$ cat config.mk
export PLATFORM = sky130hd
export DESIGN_NAME = verificador_nonce
export DESIGN_NICKNAME = d
export VERILOG_FILES = /design/src/rtl/verificador_nonce_pkg.sv /design/src/rtl/nonce_fifo.sv /design/src/rtl/verificador_nonce.sv
export SDC_FILE = /design/constraint.sdc
export NUM_CORES = 1
export LEC_CHECK = 0
export BUFFER_PORTS_ARGS = -buffer_cell sky130_fd_sc_hd__buf_2
export CAP_MARGIN = 0
export CORE_MARGIN = 2
export CORE_UTILIZATION = 33
export DETAILED_ROUTE_END_ITERATION = 8
export SLEW_MARGIN = 15
export SYNTH_ARGS = -nofsm -noshare
export SYNTH_HDL_FRONTEND = slang
export SYNTH_SLANG_ARGS = --single-unit
$ cat constraint.sdc
create_clock -name clk -period 3.99 [get_ports clk]
set_input_delay 0.798 -clock clk [delete_from_list [all_inputs] [get_ports clk]]
set_output_delay 0.798 -clock clk [all_outputs]
set_load 0.02 [all_outputs]
$ cat src/rtl/verificador_nonce_pkg.sv
`default_nettype none
// ============================================================================
// Module   : verificador_nonce_pkg
// Purpose  : Shared widths, depth default, FSM state encoding and the hit
//            comparison used by the nonce verifier.
// Revision : 1.0 - initial release
// ============================================================================
package verificador_nonce_pkg;

    localparam int unsigned c_NONCE_W  = 8;
    localparam int unsigned c_HASH_W   = 24;
    localparam int unsigned c_DEPTH    = 4;
    localparam int unsigned c_TARGET_W = 8;

    typedef logic [1:0] state_t;

    localparam state_t c_ST_IDLE      = 2'd0;
    localparam state_t c_ST_SEARCH    = 2'd1;
    localparam state_t c_ST_FOUND     = 2'd2;
    localparam state_t c_ST_EXHAUSTED = 2'd3;

    // A hash wins when its most significant byte is strictly below target.
    function automatic logic is_hit(input logic [c_TARGET_W-1:0] hash_top,
                                    input logic [c_TARGET_W-1:0] thresh);
        return hash_top < thresh;
    endfunction

endpackage
`default_nettype wire

$ cat src/rtl/nonce_fifo.sv
`default_nettype none
// ============================================================================
// Module   : nonce_fifo
// Purpose  : Synchronous FIFO holding nonces in flight through the hash core.
// Ports    : clk, reset_L (async, active-low)
//            i_flush            - empties the FIFO (wins over push/pop)
//            i_push/i_push_data - write one entry (caller guarantees room)
//            i_pop/o_pop_data   - o_pop_data shows the oldest entry; i_pop
//                                 retires it (caller guarantees not empty)
//            o_full, o_empty    - occupancy status
// Revision : 1.0 - initial release
// ============================================================================
module nonce_fifo #(
    parameter int unsigned WIDTH = 8,
    parameter int unsigned DEPTH = 4
) (
    input  logic             clk,
    input  logic             reset_L,
    input  logic             i_flush,
    input  logic             i_push,
    input  logic [WIDTH-1:0] i_push_data,
    input  logic             i_pop,
    output logic [WIDTH-1:0] o_pop_data,
    output logic             o_full,
    output logic             o_empty
);

    localparam int unsigned c_AW = $clog2(DEPTH);
    localparam logic [c_AW:0] c_PTR_ONE = {{c_AW{1'b0}}, 1'b1};

    logic [WIDTH-1:0] r_mem [DEPTH];
    // Pointers carry one extra wrap bit to tell full from empty.
    logic [c_AW:0]    r_wr_ptr;
    logic [c_AW:0]    r_rd_ptr;

    always_ff @(posedge clk or negedge reset_L) begin
        if (!reset_L) begin
            r_wr_ptr <= '0;
            r_rd_ptr <= '0;
        end else if (i_flush) begin
            r_wr_ptr <= '0;
            r_rd_ptr <= '0;
        end else begin
            if (i_push) r_wr_ptr <= r_wr_ptr + c_PTR_ONE;
            if (i_pop)  r_rd_ptr <= r_rd_ptr + c_PTR_ONE;
        end
    end

    // Storage needs no reset: the pointers alone define what is valid.
    always_ff @(posedge clk) begin
        if (i_push && !i_flush) r_mem[r_wr_ptr[c_AW-1:0]] <= i_push_data;
    end

    assign o_pop_data = r_mem[r_rd_ptr[c_AW-1:0]];
    assign o_empty    = (r_wr_ptr == r_rd_ptr);
    assign o_full     = (r_wr_ptr[c_AW] != r_rd_ptr[c_AW]) &&
                        (r_wr_ptr[c_AW-1:0] == r_rd_ptr[c_AW-1:0]);

endmodule
`default_nettype wire

$ cat src/rtl/verificador_nonce.sv
`default_nettype none
// ============================================================================
// Module   : verificador_nonce
// Purpose  : Buffers nonces from the generator until the hash core returns
//            their results (in order), compares each hash against target and
//            latches the first winner; requests stop on hit or exhaustion.
// Ports    : clk, reset_L (async, active-low), start (search pulse)
//            target            - hit threshold for hash[HASH_W-1 -: 8]
//            nonce/valid       - nonce stream from generator
//            hash/hash_valid   - results from hash core, nonce order
//            stop              - registered halt request (0 only in SEARCH)
//            found/found_nonce - sticky winner flag and winning nonce
//            exhausted         - sticky, all-ones nonce checked with no hit
//            err               - sticky overflow/underflow indication
// Revision : 1.0 - initial release
// ============================================================================
module verificador_nonce
    import verificador_nonce_pkg::*;
#(
    parameter int unsigned NONCE_W = c_NONCE_W,
    parameter int unsigned HASH_W  = c_HASH_W,
    parameter int unsigned DEPTH   = c_DEPTH
) (
    input  logic                  clk,
    input  logic                  reset_L,
    input  logic                  start,
    input  logic [c_TARGET_W-1:0] target,
    input  logic [NONCE_W-1:0]    nonce,
    input  logic                  valid,
    input  logic [HASH_W-1:0]     hash,
    input  logic                  hash_valid,
    output logic                  stop,
    output logic                  found,
    output logic [NONCE_W-1:0]    found_nonce,
    output logic                  exhausted,
    output logic                  err
);

    state_t               r_state;
    state_t               w_state_nxt;

    logic                 r_stop;
    logic                 r_found;
    logic [NONCE_W-1:0]   r_found_nonce;
    logic                 r_exhausted;
    logic                 r_err;

    logic                 w_full;
    logic                 w_empty;
    logic [NONCE_W-1:0]   w_pop_nonce;

    logic                 w_in_search;
    logic                 w_start_search;
    logic                 w_pop;
    logic                 w_push;
    logic                 w_overflow;
    logic                 w_underflow;
    logic                 w_hit;
    logic                 w_last;
    logic                 w_flush;

    assign w_in_search    = (r_state == c_ST_SEARCH);
    assign w_start_search = start && !w_in_search;

    // Pops only ever come from a non-empty buffer; a push into an empty
    // buffer is not visible to a hash arriving in the same cycle.
    assign w_pop       = w_in_search && hash_valid && !w_empty;
    // A full buffer still accepts a push when an entry leaves at the same edge.
    assign w_push      = w_in_search && valid && (!w_full || w_pop);
    assign w_overflow  = w_in_search && valid && w_full && !w_pop;
    assign w_underflow = w_in_search && hash_valid && w_empty;

    assign w_hit   = w_pop && is_hit(hash[HASH_W-1 -: c_TARGET_W], target);
    assign w_last  = w_pop && !w_hit && (w_pop_nonce == '1);
    // A hit discards everything still in flight, including a same-cycle push.
    assign w_flush = w_start_search || w_hit;

    nonce_fifo #(
        .WIDTH (NONCE_W),
        .DEPTH (DEPTH)
    ) u_fifo (
        .clk         (clk),
        .reset_L     (reset_L),
        .i_flush     (w_flush),
        .i_push      (w_push),
        .i_push_data (nonce),
        .i_pop       (w_pop),
        .o_pop_data  (w_pop_nonce),
        .o_full      (w_full),
        .o_empty     (w_empty)
    );

    always_ff @(posedge clk or negedge reset_L) begin
        if (!reset_L) r_state <= c_ST_IDLE;
        else          r_state <= w_state_nxt;
    end

    always_comb begin
        w_state_nxt = r_state;
        case (r_state)
            c_ST_IDLE, c_ST_FOUND, c_ST_EXHAUSTED: begin
                if (start) w_state_nxt = c_ST_SEARCH;
            end
            c_ST_SEARCH: begin
                if (w_hit)       w_state_nxt = c_ST_FOUND;
                else if (w_last) w_state_nxt = c_ST_EXHAUSTED;
            end
            default: w_state_nxt = c_ST_IDLE;
        endcase
    end

    always_ff @(posedge clk or negedge reset_L) begin
        if (!reset_L) begin
            r_stop        <= 1'b1;
            r_found       <= 1'b0;
            r_found_nonce <= '0;
            r_exhausted   <= 1'b0;
            r_err         <= 1'b0;
        end else begin
            r_stop <= (w_state_nxt != c_ST_SEARCH);
            if (w_start_search) begin
                // found_nonce deliberately survives a restart.
                r_found     <= 1'b0;
                r_exhausted <= 1'b0;
                r_err       <= 1'b0;
            end else begin
                if (w_hit) begin
                    r_found       <= 1'b1;
                    r_found_nonce <= w_pop_nonce;
                end
                if (w_last)                    r_exhausted <= 1'b1;
                if (w_overflow || w_underflow) r_err       <= 1'b1;
            end
        end
    end

    assign stop        = r_stop;
    assign found       = r_found;
    assign found_nonce = r_found_nonce;
    assign exhausted   = r_exhausted;
    assign err         = r_err;

endmodule
`default_nettype wire

==> results.yml <==
outcome:
  status: "completed"
clock_tree:
  cts_sinks: 52
  post_cts_buffers: 0
  clk_pin_slew_ns: 0.10
  hold_buffers: 0
  htree_levels: 2
  cts_tree: "yes"
  cts_resized: 0
  cts_made_buffers: 5
  clkLatencyLatePin_ns: 0.31
  clockRootBuffer: "clkbuf_8"
  clockBufferDepth: 2
yosys:
  syn_nets: 210
  synthFlopType: "edfxtp_1"
  ys_types: 36
  yosys_warnings: 0
  synthArstFlopShare_pct: 38.5
  seq_area_frac_synth_pct: 62.9
  syn_area_per_cell_um2: 15.2
  synth_top_area_cell: "edfxtp_1"
  ys_top_cells_by_area: "edfxtp_1 (41%), dfrtp_1 (20%), mux4_2 (7.8%)"
  synth_top_area_share_pct: 41.3
  synth_edf_count: 32
  netlist_area_um2: 2320
  synthCells: 153
  ys_ff_latch: 52
pwr:
  switching_share_pct: 34.6
  powerDensity_nw_per_um2: 620
  irDropWorstVdd_mv: 0.256
  finalPower_mw: 1.70
  p_sw_mw: 0.587
  p_comb_share_pct: 35.2
  clock_power_share_pct: 18.3
  p_int_mw: 1.11
  power_leakage_nw: 1.12
  seqPwrFrac_pct: 46.5
layout:
  n_fill_cell: 652
  design_area_um2: 2740
  diodes: 0
  final_cell_mix: "buf_2 (40), edfxtp_1 (32), dfrtp_1 (19)"
  area_delta_synth_final_pct: 17.9
  final_util_pct: 40.3
  layout_commonest_cell: "buf_2"
  fin_nets: 257
  drive_gt1_share_pct: 34.8
detailed_routing:
  wl_um: 4110
  ant_nets: 0
  drtPass1Iterations: 4
  vias_per_cell: 4.66
  vias: 1384
  drc: 0
  wire_per_inst_um: 13.9
  drtIter0Drc: 62
global_routing:
  antenna_found_initial: 0
  grt_use_total_pct: 11.9
  overflow: 0
  grt_pass1_wl_um: 6960
  grt_pass1_vias: 1388
  grt_max_degree: 21
die:
  die_h_um: 87.9
  initial_utilization_pct: 34.2
  die_area_um2: 7730
  pin_count: 57
  die_w_um: 87.9
  rows: 30
  coreArea_um2: 6790
setup_path:
  cp_data_arrival_time_ns: 2.69
  endpoint_kind: "register"
  start_kind: "primary input"
  cp_max_fo: 12
  worstPathRequired_ns: 3.95
  crit_type: "in -> reg"
sta:
  setup_viol: 0
  tightest_slew_ns: 0.481
  post-route-period-util_pct: 68.4
  maxSlewHeadroom_pct: 67.6
  fmax_mhz: 366
  rsz0062_at_grt: "no"
  fin_crit_ns: 2.73
  drv_slew: 0
  final-hold-violation-count: 0
  whs_ns: 0.430
  finalSetupTns_ns: 0
  clock_skew_ns: 0.00804
place:
  gp_congestion: 0.795
  port_buffers: 40
  placed_area_um2: 2640
  hpwl_um: 2980
hold_path:
  hp-class: "in -> async"
run:
  cap_violations: 0
==> final timing paths <==
check	startpoint	to	slack, ns	depth (start not counted)
min in group clk	err$_DFFE_PN0P_	err$_DFFE_PN0P_	0.48	2
hold / removal	reset_L	found_nonce[4]$_DFFE_PN0P_	0.43	1
setup / recovery	target[2]	u_fifo.r_mem[2][2]$_DFFE_PP_	1.26	9
max in group asynchronous	reset_L	stop$_DFF_PN1_	3.22	1
hold reg to reg	err$_DFFE_PN0P_	err$_DFFE_PN0P_	0.48	2
setup reg to reg	u_fifo.r_rd_ptr[1]$_DFFE_PN0P_	u_fifo.r_mem[2][2]$_DFFE_PP_	1.45	6
==> through the flow <==
stage / instances / setup slack (ns)
detailed placement: 289 / 0.864
finish: 297 / 1.26
CTS: 297 / 1.19
floorplan: 153 / 1.20
global placement: 289 / 0.894
global route: 297 / 1.02
==> flip-flops by register name, summed over array words and instances (netlist names) <==
register         count
err                  1
found                1
exhausted            1
u_fifo.r_mem        32
u_fifo.r_rd_ptr      3
found_nonce          8
stop                 1
u_fifo.r_wr_ptr      3
r_state              2
==> area by class of cell <==
cell class / count / area, µm² / area share [%]
inverter: 12 / 45.0 / 1.64
multi-input combinational: 86 / 793 / 28.9
tap: 96 / 120 / 4.38
timing repair buffer: 43 / 223 / 8.13
sequential: 52 / 1460 / 53.4
clock buffer: 5 / 68.8 / 2.51
clock inverter: 3 / 27.5 / 1.00
==> logic make-up (layout without fill, tap and decap cells) <==
| group | count (synthesis) | count (layout) | share of synthesized area [%] |
|---|---|---|---|
| AO/OA/AOI/OAI | 20 | 20 | 6.57 |
| XOR/XNOR | 6 | 6 | 2.26 |
| adder cells (fa/ha/maj) | 12 | 12 | 6.46 |
| buffers and inverters | 15 | 63 | 2.96 |
| flip-flops | 52 | 52 | 62.9 |
| multiplexers | 17 | 17 | 12.1 |
| AND/OR/NAND/NOR | 31 | 31 | 6.78 |
==> layer usage <==
| layer | vias up | GRT usage, % | routed length (µm) | part of all wire, % |
|---|---|---|---|---|
| li1 | 659 | - | - | - |
| met1 | 689 | 16.7 | 1940 | 47 |
| met2 | 30 | 18.5 | 1990 | 48 |
| met3 | 6 | 2.92 | 146 | 3.5 |
| met4 | 0 | 3.36 | 42 | 1.0 |
| met5 | - | 0 | 0 | 0 |
==> cell usage after synthesis, types with 2 or more instances <==
| cell | n |
|---|---|
| mux4_2 | 8 |
| nand2_1 | 5 |
| nand2b_1 | 2 |
| mux2_2 | 8 |
| dfrtp_1 | 19 |
| nor2b_1 | 2 |
| o21bai_1 | 2 |
| nand3_1 | 2 |
| o21ai_0 | 5 |
| and2_1 | 3 |
| xnor2_1 | 5 |
| a21oi_1 | 4 |
| nor3_1 | 2 |
| edfxtp_1 | 32 |
| a32o_1 | 2 |
| nor2_1 | 9 |
| nand4_1 | 2 |
| ha_1 | 12 |
| inv_1 | 12 |
==> worst max-delay path, cell delays in order <==
cell and delay (ns):
buf_2 0.08, inv_1 0.04, ha_1 0.28, nand2_1 0.05, o21ai_0 0.40, a211oi_4 0.11
buf_4 0.21, nor3b_1 0.27, and2_1 0.45
==> power by group through the flow <==
| stage | registers, mW | clock network, mW | logic (mW) |
|---|---|---|---|
| CTS | 0.793 | 0.322 | 0.609 |
| detailed placement | 0.804 | 0 | 0.608 |
| global route | 0.808 | 0.339 | 0.668 |
| finish | 0.790 | 0.310 | 0.598 |
| floorplan | 0.849 | 0 | 0.384 |
| global placement | 0.802 | 0 | 0.600 |
(Power assumes the default switching activity.)
